--- src/rtl/mips_muldiv_unit_pkg.sv ---
// Shared encodings and helpers for the HI/LO multiply/divide sequencer.
package mips_muldiv_unit_pkg;

  localparam int MD_ITERS = 32;

  typedef enum logic [1:0] {
    MD_OP_MULT  = 2'b00,
    MD_OP_MULTU = 2'b01,
    MD_OP_DIV   = 2'b10,
    MD_OP_DIVU  = 2'b11
  } md_op_e;

  typedef enum logic [1:0] {
    MD_IDLE = 2'd0,
    MD_RUN  = 2'd1,
    MD_FIX  = 2'd2
  } md_state_e;

  function automatic logic md_is_div(input md_op_e op);
    return op[1];
  endfunction

  function automatic logic md_is_signed(input md_op_e op);
    return ~op[0];
  endfunction

  // Magnitude of an operand; 0x80000000 maps to itself, which is its true magnitude.
  function automatic logic [31:0] md_abs(input logic [31:0] v, input logic signed_op);
    return (signed_op && v[31]) ? -v : v;
  endfunction

endpackage

--- src/rtl/muldiv_iter.sv ---
// 64-bit accumulator/remainder datapath with one radix-2 multiply or divide step per cycle.
module muldiv_iter (
  input  logic        clk,
  input  logic        rst,
  input  logic        load,
  input  logic        step,
  input  logic        is_div,
  input  logic [31:0] a_mag,
  input  logic [31:0] b_mag,
  output logic [63:0] acc
);

  logic [31:0] operand_q;
  logic [63:0] acc_q;
  logic [63:0] acc_next;
  logic [32:0] mul_sum;
  logic [32:0] rem_shift;
  logic [32:0] rem_diff;

  // MUL: acc = {partial product, multiplier}; DIV: acc = {remainder, dividend -> quotient}.
  always_comb begin
    // NOTE: every combinational output gets a default first so no path infers a latch.
    acc_next  = acc_q;
    mul_sum   = {1'b0, acc_q[63:32]} + {1'b0, (acc_q[0] ? operand_q : 32'd0)};
    rem_shift = acc_q[63:31];
    rem_diff  = rem_shift - {1'b0, operand_q};
    if (step) begin
      if (is_div) begin
        acc_next = rem_diff[32] ? {rem_shift[31:0], acc_q[30:0], 1'b0}
                                : {rem_diff[31:0],  acc_q[30:0], 1'b1};
      end else begin
        acc_next = {mul_sum, acc_q[31:1]};
      end
    end
  end

  always_ff @(posedge clk or negedge rst) begin
    if (!rst) begin
      operand_q <= '0;
      acc_q     <= '0;
    end else if (load) begin
      operand_q <= is_div ? b_mag : a_mag;
      acc_q     <= {32'd0, (is_div ? a_mag : b_mag)};
    end else begin
      acc_q     <= acc_next;
    end
  end

  assign acc = acc_q;

endmodule

--- src/rtl/mips_muldiv_unit.sv ---
// Iterative MULT/MULTU/DIV/DIVU sequencer owning HI/LO, with PC stall arbitration.
module mips_muldiv_unit
  import mips_muldiv_unit_pkg::*;
#(
  parameter int WIDTH = 32
) (
  input  logic             clk,
  input  logic             rst,
  input  logic             start,
  input  logic [1:0]       op,
  input  logic [WIDTH-1:0] rs_val,
  input  logic [WIDTH-1:0] rt_val,
  input  logic             rd_req,
  input  logic             mthi,
  input  logic             mtlo,
  output logic             busy,
  output logic             stall,
  output logic             done,
  output logic [WIDTH-1:0] hi,
  output logic [WIDTH-1:0] lo
);

  md_state_e   state_q;
  md_op_e      op_q;
  md_op_e      op_in;
  logic [4:0]  cnt_q;
  logic        busy_q;
  logic        done_q;
  logic        neg_q;
  logic        rem_neg_q;
  logic        div_zero_q;
  logic [31:0] dividend_q;
  logic [31:0] hi_q;
  logic [31:0] lo_q;
  logic        load;
  logic        step;
  logic        is_div;
  logic [31:0] a_mag;
  logic [31:0] b_mag;
  logic [63:0] acc;
  logic [63:0] prod;
  logic [31:0] quo;
  logic [31:0] rem;

  assign op_in  = md_op_e'(op);
  assign load   = (state_q == MD_IDLE) && start;
  assign step   = (state_q == MD_RUN);
  assign is_div = load ? md_is_div(op_in) : md_is_div(op_q);
  assign a_mag  = md_abs(rs_val, md_is_signed(op_in));
  assign b_mag  = md_abs(rt_val, md_is_signed(op_in));

  muldiv_iter u_iter (
    .clk    (clk),
    .rst    (rst),
    .load   (load),
    .step   (step),
    .is_div (is_div),
    .a_mag  (a_mag),
    .b_mag  (b_mag),
    .acc    (acc)
  );

  // Sign fix-up; divide-by-zero bypasses the loop result entirely.
  assign prod = neg_q ? -acc : acc;
  assign quo  = div_zero_q ? 32'hFFFF_FFFF : (neg_q ? -acc[31:0] : acc[31:0]);
  assign rem  = div_zero_q ? dividend_q : (rem_neg_q ? -acc[63:32] : acc[63:32]);

  always_ff @(posedge clk or negedge rst) begin
    if (!rst) begin
      state_q    <= MD_IDLE;
      op_q       <= MD_OP_MULT;
      cnt_q      <= '0;
      busy_q     <= 1'b0;
      done_q     <= 1'b0;
      neg_q      <= 1'b0;
      rem_neg_q  <= 1'b0;
      div_zero_q <= 1'b0;
      dividend_q <= '0;
      hi_q       <= '0;
      lo_q       <= '0;
    end else begin
      // NOTE: non-blocking assignments so every register samples pre-edge values.
      done_q <= 1'b0;
      case (state_q)
        MD_IDLE: begin
          if (start) begin
            state_q    <= MD_RUN;
            busy_q     <= 1'b1;
            cnt_q      <= '0;
            op_q       <= op_in;
            neg_q      <= md_is_signed(op_in) & (rs_val[31] ^ rt_val[31]);
            rem_neg_q  <= md_is_signed(op_in) & rs_val[31];
            div_zero_q <= (rt_val == 32'd0);
            dividend_q <= rs_val;
          end else begin
            if (mthi) hi_q <= rs_val;
            if (mtlo) lo_q <= rs_val;
          end
        end
        MD_RUN: begin
          if (cnt_q == 5'(MD_ITERS - 1)) state_q <= MD_FIX;
          else                           cnt_q   <= cnt_q + 5'd1;
        end
        MD_FIX: begin
          state_q <= MD_IDLE;
          busy_q  <= 1'b0;
          done_q  <= 1'b1;
          cnt_q   <= '0;
          if (md_is_div(op_q)) begin
            hi_q <= rem;
            lo_q <= quo;
          end else begin
            {hi_q, lo_q} <= prod;
          end
        end
        default: state_q <= MD_IDLE;
      endcase
    end
  end

  assign busy  = busy_q;
  assign done  = done_q;
  assign stall = busy_q & (start | rd_req | mthi | mtlo);
  assign hi    = hi_q;
  assign lo    = lo_q;

endmodule

--- config.mk ---
export PLATFORM = sky130hd
export DESIGN_NAME = mips_muldiv_unit
export DESIGN_NICKNAME = d
export VERILOG_FILES = /design/src/rtl/mips_muldiv_unit_pkg.sv /design/src/rtl/muldiv_iter.sv /design/src/rtl/mips_muldiv_unit.sv
export SDC_FILE = /design/constraint.sdc
export NUM_CORES = 1
export LEC_CHECK = 0
export BUFFER_PORTS_ARGS = -buffer_cell sky130_fd_sc_hd__clkbuf_2
export CAP_MARGIN = 10
export CORE_MARGIN = 2
export CORE_UTILIZATION = 39
export CTS_CLUSTER_DIAMETER = 150
export DETAILED_ROUTE_END_ITERATION = 10
export GPL_TIMING_DRIVEN = 0
export PLACE_DENSITY_LB_ADDON = 0.3
export REMOVE_ABC_BUFFERS = 1
export SLEW_MARGIN = 10
export SYNTH_ARGS = -nofsm -noshare
export SYNTH_HDL_FRONTEND = slang
export SYNTH_SLANG_ARGS = --single-unit
--- constraint.sdc ---
create_clock -name clk -period 6 [get_ports clk]
set_input_delay 1.2 -clock clk [delete_from_list [all_inputs] [get_ports clk]]
set_output_delay 1.2 -clock clk [all_outputs]
set_load 0.05 [all_outputs]
After elaboration in Yosys (flattened, before gate mapping)

Cells that the tools add are included.

Register bits after elaboration: 206
Input bits: 72
Output and inout bits: 67
Logic and storage cells: 84

$add $sub $neg: 8
Eq/ne operators: 9
Muxes and demuxes: 32
Bitwise operators: 8
Reductions and logical operators: 14

Operators by type and width:

| operator                                                        | count |
|---|---|
| 32-bit two-way mux                                              | 15 |
| 64-bit two-way mux                                              | 5 |
| 32-bit negator                                                  | 4 |
| 32-bit case mux with 2 select lines                             | 2 |
| 64-bit negator                                                  | 1 |
| 32-bit by 32-bit adder with 33-bit output                       | 1 |
| 33-bit by 32-bit subtractor with 33-bit output                  | 1 |
| 32-bit logical NOT                                              | 1 |
| 5-bit case mux with 3 select lines                              | 1 |
| 5-bit two-way mux                                               | 2 |
| 2-bit != test, second input constant                            | 5 |
| 3-bit AND reduction                                             | 3 |
| 2-bit AND reduction                                             | 3 |
| 5-bit by 1-bit adder with 5-bit output, second input constant   | 1 |
| 5-bit == test, second input constant                            | 1 |
| 2-bit two-way mux                                               | 2 |
| 2-bit case mux with 2 select lines                              | 1 |
| 2-bit nonzero test                                              | 2 |
| 1-bit bitwise AND                                               | 3 |
| 1-bit logical AND                                               | 3 |
| 1-bit two-way mux                                               | 3 |
| 1-bit OR                                                        | 3 |
| 3-bit nonzero test                                              | 1 |
| 2-bit by 1-bit == test with 1-bit output, second input constant | 1 |
| 6 further kinds                                                 | 6 |

Logic depth before layout (Yosys ltp)

Depth in word-level cells: 6
Gate-level depth with buffers: 14
Gate-level depth less buffers: 13

Modules after synthesis

Synthesis repeated with hierarchy kept, for this count alone.

Cell total of the unflattened synthesis: 2310
Area total of the unflattened synthesis: 17956.0 um2

By module, submodules not included:

| module           | times used | cells an instance | area each (um2) | sequential area each (um2) |
|---|---|---|---|---|
| muldiv_iter      | 1          | 1121              | 8991.1          | 2402.3 |
| mips_muldiv_unit | 1          | 1189              | 8964.8          | 2727.6 |

Worst setup path after synthesis

Ideal clock, no wire load.

Kind: input to register
Start point: input rs_val[6]
End point: register u_iter.acc_q[29], in the netlist u_iter.acc[29]
Library setup time: 0.132 ns
Data arrival time: 3.187 ns
Data required time: 5.868 ns
Slack: 2.680 ns
Stages on the path: 8
Path buffers: 0
Cells stage by stage: or4_1 > nor4_1 > and3_1 > nand2_1 > o41ai_1 > xor2_1 > and2_1 > o22ai_1

Cells in the longest elaborated chain, start to end: 4

Ends and longest elaborated chain:

| item                 | line                       | RTL |
|---|---|---|
| from (decl)          | mips_muldiv_unit.sv:11     | `input logic [WIDTH-1:0] rs_val,` |
| 32-bit negator       | mips_muldiv_unit_pkg.sv:29 | `return (signed_op && v[31]) ? -v : v;` |
| 32-bit two-way mux   | mips_muldiv_unit_pkg.sv:29 |  |
| 32-bit two-way mux   | muldiv_iter.sv:43          | `acc_q <= {32'd0, (is_div ? a_mag : b_mag)};` |
| 64-bit two-way mux   | muldiv_iter.sv:41          | `end else if (load) begin` |
| to (signal assigned) | muldiv_iter.sv:43          |  |
| to (signal assigned) | muldiv_iter.sv:45          | `acc_q <= acc_next;` |
| to (decl)            | muldiv_iter.sv:14          | `logic [63:0] acc_q;` |

Every way passes these cells.
A chain may end at the register's enable or synchronous reset.

Worst setup path after layout

Start point: register u_iter.acc_q[31], in the netlist u_iter.acc[31]
End point: register u_iter.acc_q[36], in the netlist u_iter.acc[36]

Cells in the longest elaborated chain, start to end: 5

Ends and longest elaborated chain:

| item                                           | line              | RTL |
|---|---|---|
| 33-bit by 32-bit subtractor with 33-bit output | muldiv_iter.sv:26 | `rem_diff = rem_shift - {1'b0, operand_q};` |
| 64-bit two-way mux                             | muldiv_iter.sv:29 | `acc_next = rem_diff[32] ? {rem_shift[31:0], acc_q[30:0], 1'b0}` |
| 64-bit two-way mux                             | muldiv_iter.sv:28 | `if (is_div) begin` |
| 64-bit two-way mux                             | muldiv_iter.sv:27 | `if (step) begin` |
| 64-bit two-way mux                             | muldiv_iter.sv:41 |  |

Every way passes these cells. The select of a mux whose other input is x is not followed.

==> flow_metrics.py <==
metrics = {
    "outcome": {
        "outcome": "finished clean",
    },
    "layout": {
        "final_area_um2": 19280,
        "fill_cells": 4307,
        "drive_gt1_share_pct": 10.91,
        "nets": 2382,
        "ff_latch_area_um2": 5136,
        "multiInputGateArea_um2": 11200,
        "final_core_util_pct": 44.56,
        "areaGrowthSynthToFinish_pct": 12.28,
    },
    "routing": {
        "via_count": 17100,
        "postRouteAntennaNets": 0,
        "via_per_inst": 6.023,
        "first_pass_iters": 8,
        "drtIter0Drc": 1640,
        "drt_wl_total_um": 59710,
        "drc": 0,
        "wl_per_cell_um": 21.03,
    },
    "worst_setup_path": {
        "r2r_setup_slack_ps": 980,
        "worstSetupStartpoint": "u_iter.acc[31]$_DFFE_PN0P_",
        "critPathArrivalTime_ps": 5450,
        "cp_max_fo": 13,
        "critPathRequiredTime_ps": 6430,
        "end_kind": "register",
        "reg2reg_from": "u_iter.acc[31]$_DFFE_PN0P_",
        "cp-start-kind": "register",
        "critical_path_class": "register to register",
        "ff2ff_path_depth": 14,
        "reg2reg_to": "u_iter.acc[36]$_DFFE_PN0P_",
    },
    "global_routing": {
        "grt_usage_pct": 26.10,
        "grt_pass1_wl_um": 93560,
        "grt_antenna_before_repair": 1,
        "grt_max_degree": 76,
        "overflow": 0,
        "grt_pass1_vias": 16570,
    },
    "placement": {
        "io_buffer_count": 138,
        "routabilityCongestion": 0.9263,
        "place_hpwl_um": 44670,
        "place_area_um2": 18460,
    },
    "cts": {
        "post-cts-setup-buffer-count": 0,
        "cts-resized-gates": 0,
        "holdBufCountCts": 0,
        "cts.sinks": 205,
        "clk_pin_slew_ps": 60,
        "worstSkewPairLatency_ps": 560,
        "clk_path_buf_depth": 3,
        "tritoncts": "yes",
        "cts_buffers": 24,
        "root_buffer": "clkbuf_16",
        "cts_htree_levels": 1,
    },
    "logic_synthesis": {
        "ys_async_sr_fraction_pct": 100.0,
        "synth_top_cell_area_share_pct": 29.88,
        "yosys.area.top_type": "dfrtp_1",
        "avgSynthCellArea_um2": 7.741,
        "synth_common_cells": "nand2_1 (311), o21ai_0 (226), dfrtp_1 (205), nor2_1 (159), a21oi_1 (154)",
        "synthTopCellsByArea": "dfrtp_1 (30%), nand2_1 (6.8%), o21ai_0 (6.6%)",
        "syn-cell-area_um2": 17170,
        "yosysUniqueCellTypes": 73,
        "synth_warnings": 0,
        "yosysMostFrequentCell": "nand2_1",
        "yosys_register_bits": 205,
        "synth_edf_count": 0,
        "syn_inst": 2218,
        "ys_seq_area_share_pct": 29.88,
        "synth_ff_type": "dfrtp_1",
    },
    "floorplan": {
        "initial_core_util_pct": 39.68,
        "die_h_um": 213.8,
        "rows": 76,
        "die_w_um": 213.8,
        "io_pins": 139,
        "dieArea_um2": 45720,
        "core_area_um2": 43270,
    },
    "sta": {
        "max_freq_ghz": 0.1992,
        "hold_viol": 0,
        "min_period_ps": 5019,
        "period_share_pct": 83.65,
        "maxSlewHeadroom_pct": 10.19,
        "skew_ps": 24.60,
        "final.setup.tns_ps": 0,
        "setup_viol": 0,
        "drv_slew": 0,
        "whs_ps": 478.1,
        "worstMarginPinSlew_ps": 1328,
        "rsz0062_at_grt": "false",
    },
    "hold_path": {
        "worstHoldEndpoint": "dividend_q[13]$_DFFE_PN0P_",
        "whs_path_depth": 2,
        "min_from": "dividend_q[13]$_DFFE_PN0P_",
        "hold_class": "register to register",
    },
    "pwr": {
        "power_density_nw_per_um2": 657.9,
        "peakVddDrop_mv": 0.3361,
        "p_leak_nw": 8.208,
    },
    "run": {
        "max-cap-violations": 0,
    },
}
[logic make-up (layout without fill, tap and decap cells)]
family	count (synthesis)	in the layout	synth area share (%)
adder cells (fa/ha/maj)	72	72	5.334
XOR/XNOR	190	190	9.692
flip-flops	205	205	29.88
AND/OR/NAND/NOR	717	717	19.17
multiplexers	76	76	4.489
AO/OA/AOI/OAI	716	716	26.10
other	0	1	0
buffers and inverters	242	278	5.334
[critical path, stage by stage, from the launching register on]
cell and delay, ps:
dfrtp_1 650, inv_1 280, ha_1 300, fa_1 410, nand2b_1 210, a21oi_1 230, o21ai_1 240, o31ai_1 680
o41ai_1 270, xnor2_2 350, buf_6 230, buf_8 180, buf_6 190, mux2_2 350, a221o_1 310
[final cells by class]
cell class	instances	area share (%)
multi-input combinational	1771	58.07
sequential	205	26.64
timing repair buffer	165	5.906
tap	585	3.797
clock buffer	36	3.771
inverter	71	1.382
clock inverter	6	0.4154
antenna	1	0.01298
[power breakdown]
| part | internal, mW | switching, mW | total [mW] |
|---|---|---|---|
| Clock | 0.917 | 0.634 | 1.55 |
| Combinational | 3.17 | 4.92 | 8.09 |
| Sequential | 2.06 | 0.981 | 3.04 |
| Total | 6.15 | 6.54 | 12.7 |
[layer usage]
layer	wire [µm]	global-route usage (%)	up-vias
met5	0	0	-
met4	2750	12.64	0
met3	4157	2.753	153
met2	26710	41.39	699
met1	26100	35.59	8235
li1	-	-	8017
[placed cells by master (no fill, tap or decap), types with 33 or more instances in the layout]
master / count
nand2_1: 310
o21ai_0: 225
dfrtp_1: 202
nor2_1: 155
a21oi_1: 154
clkbuf_2: 136
xnor2_1: 111
xor2_1: 78
ha_1: 70
inv_1: 69
mux2i_1: 68
o211ai_1: 56
nor3_1: 47
o22ai_1: 45
a21o_1: 36
nand3_1: 33
[flip-flops by register name, summed over array words and instances (netlist names)]
signal,cells
neg_q,1
hi,32
op_q,1
cnt_q,5
state_q,2
done,1
u_iter.operand_q,32
busy,1
div_zero_q,1
dividend_q,32
u_iter.acc,64
lo,32
rem_neg_q,1
[per-stage QoR]
step	power, mW	std cells	setup slack, ps
2_1_floorplan	8.808	2047	-3176
3_3_place_gp	10.72	2770	-10950
3_5_place_dp	10.99	2797	1113
4_1_cts	12.59	2839	1075
5_1_grt	13.65	2840	958.1
6_report	12.68	2840	981.0
[worst max path at each step]
stage,slack (ps),end,depth (start not counted)
after floorplan,-3180,u_iter.acc[51]$_DFFE_PN0P_,6
after global placement,-10950,u_iter.acc[55]$_DFFE_PN0P_,5
after detailed placement,1110,u_iter.acc[36]$_DFFE_PN0P_,14
after CTS,1080,u_iter.acc[36]$_DFFE_PN0P_,14
after global routing,960,u_iter.acc[36]$_DFFE_PN0P_,14
final,980,u_iter.acc[36]$_DFFE_PN0P_,14
(Power assumes the default switching activity.)
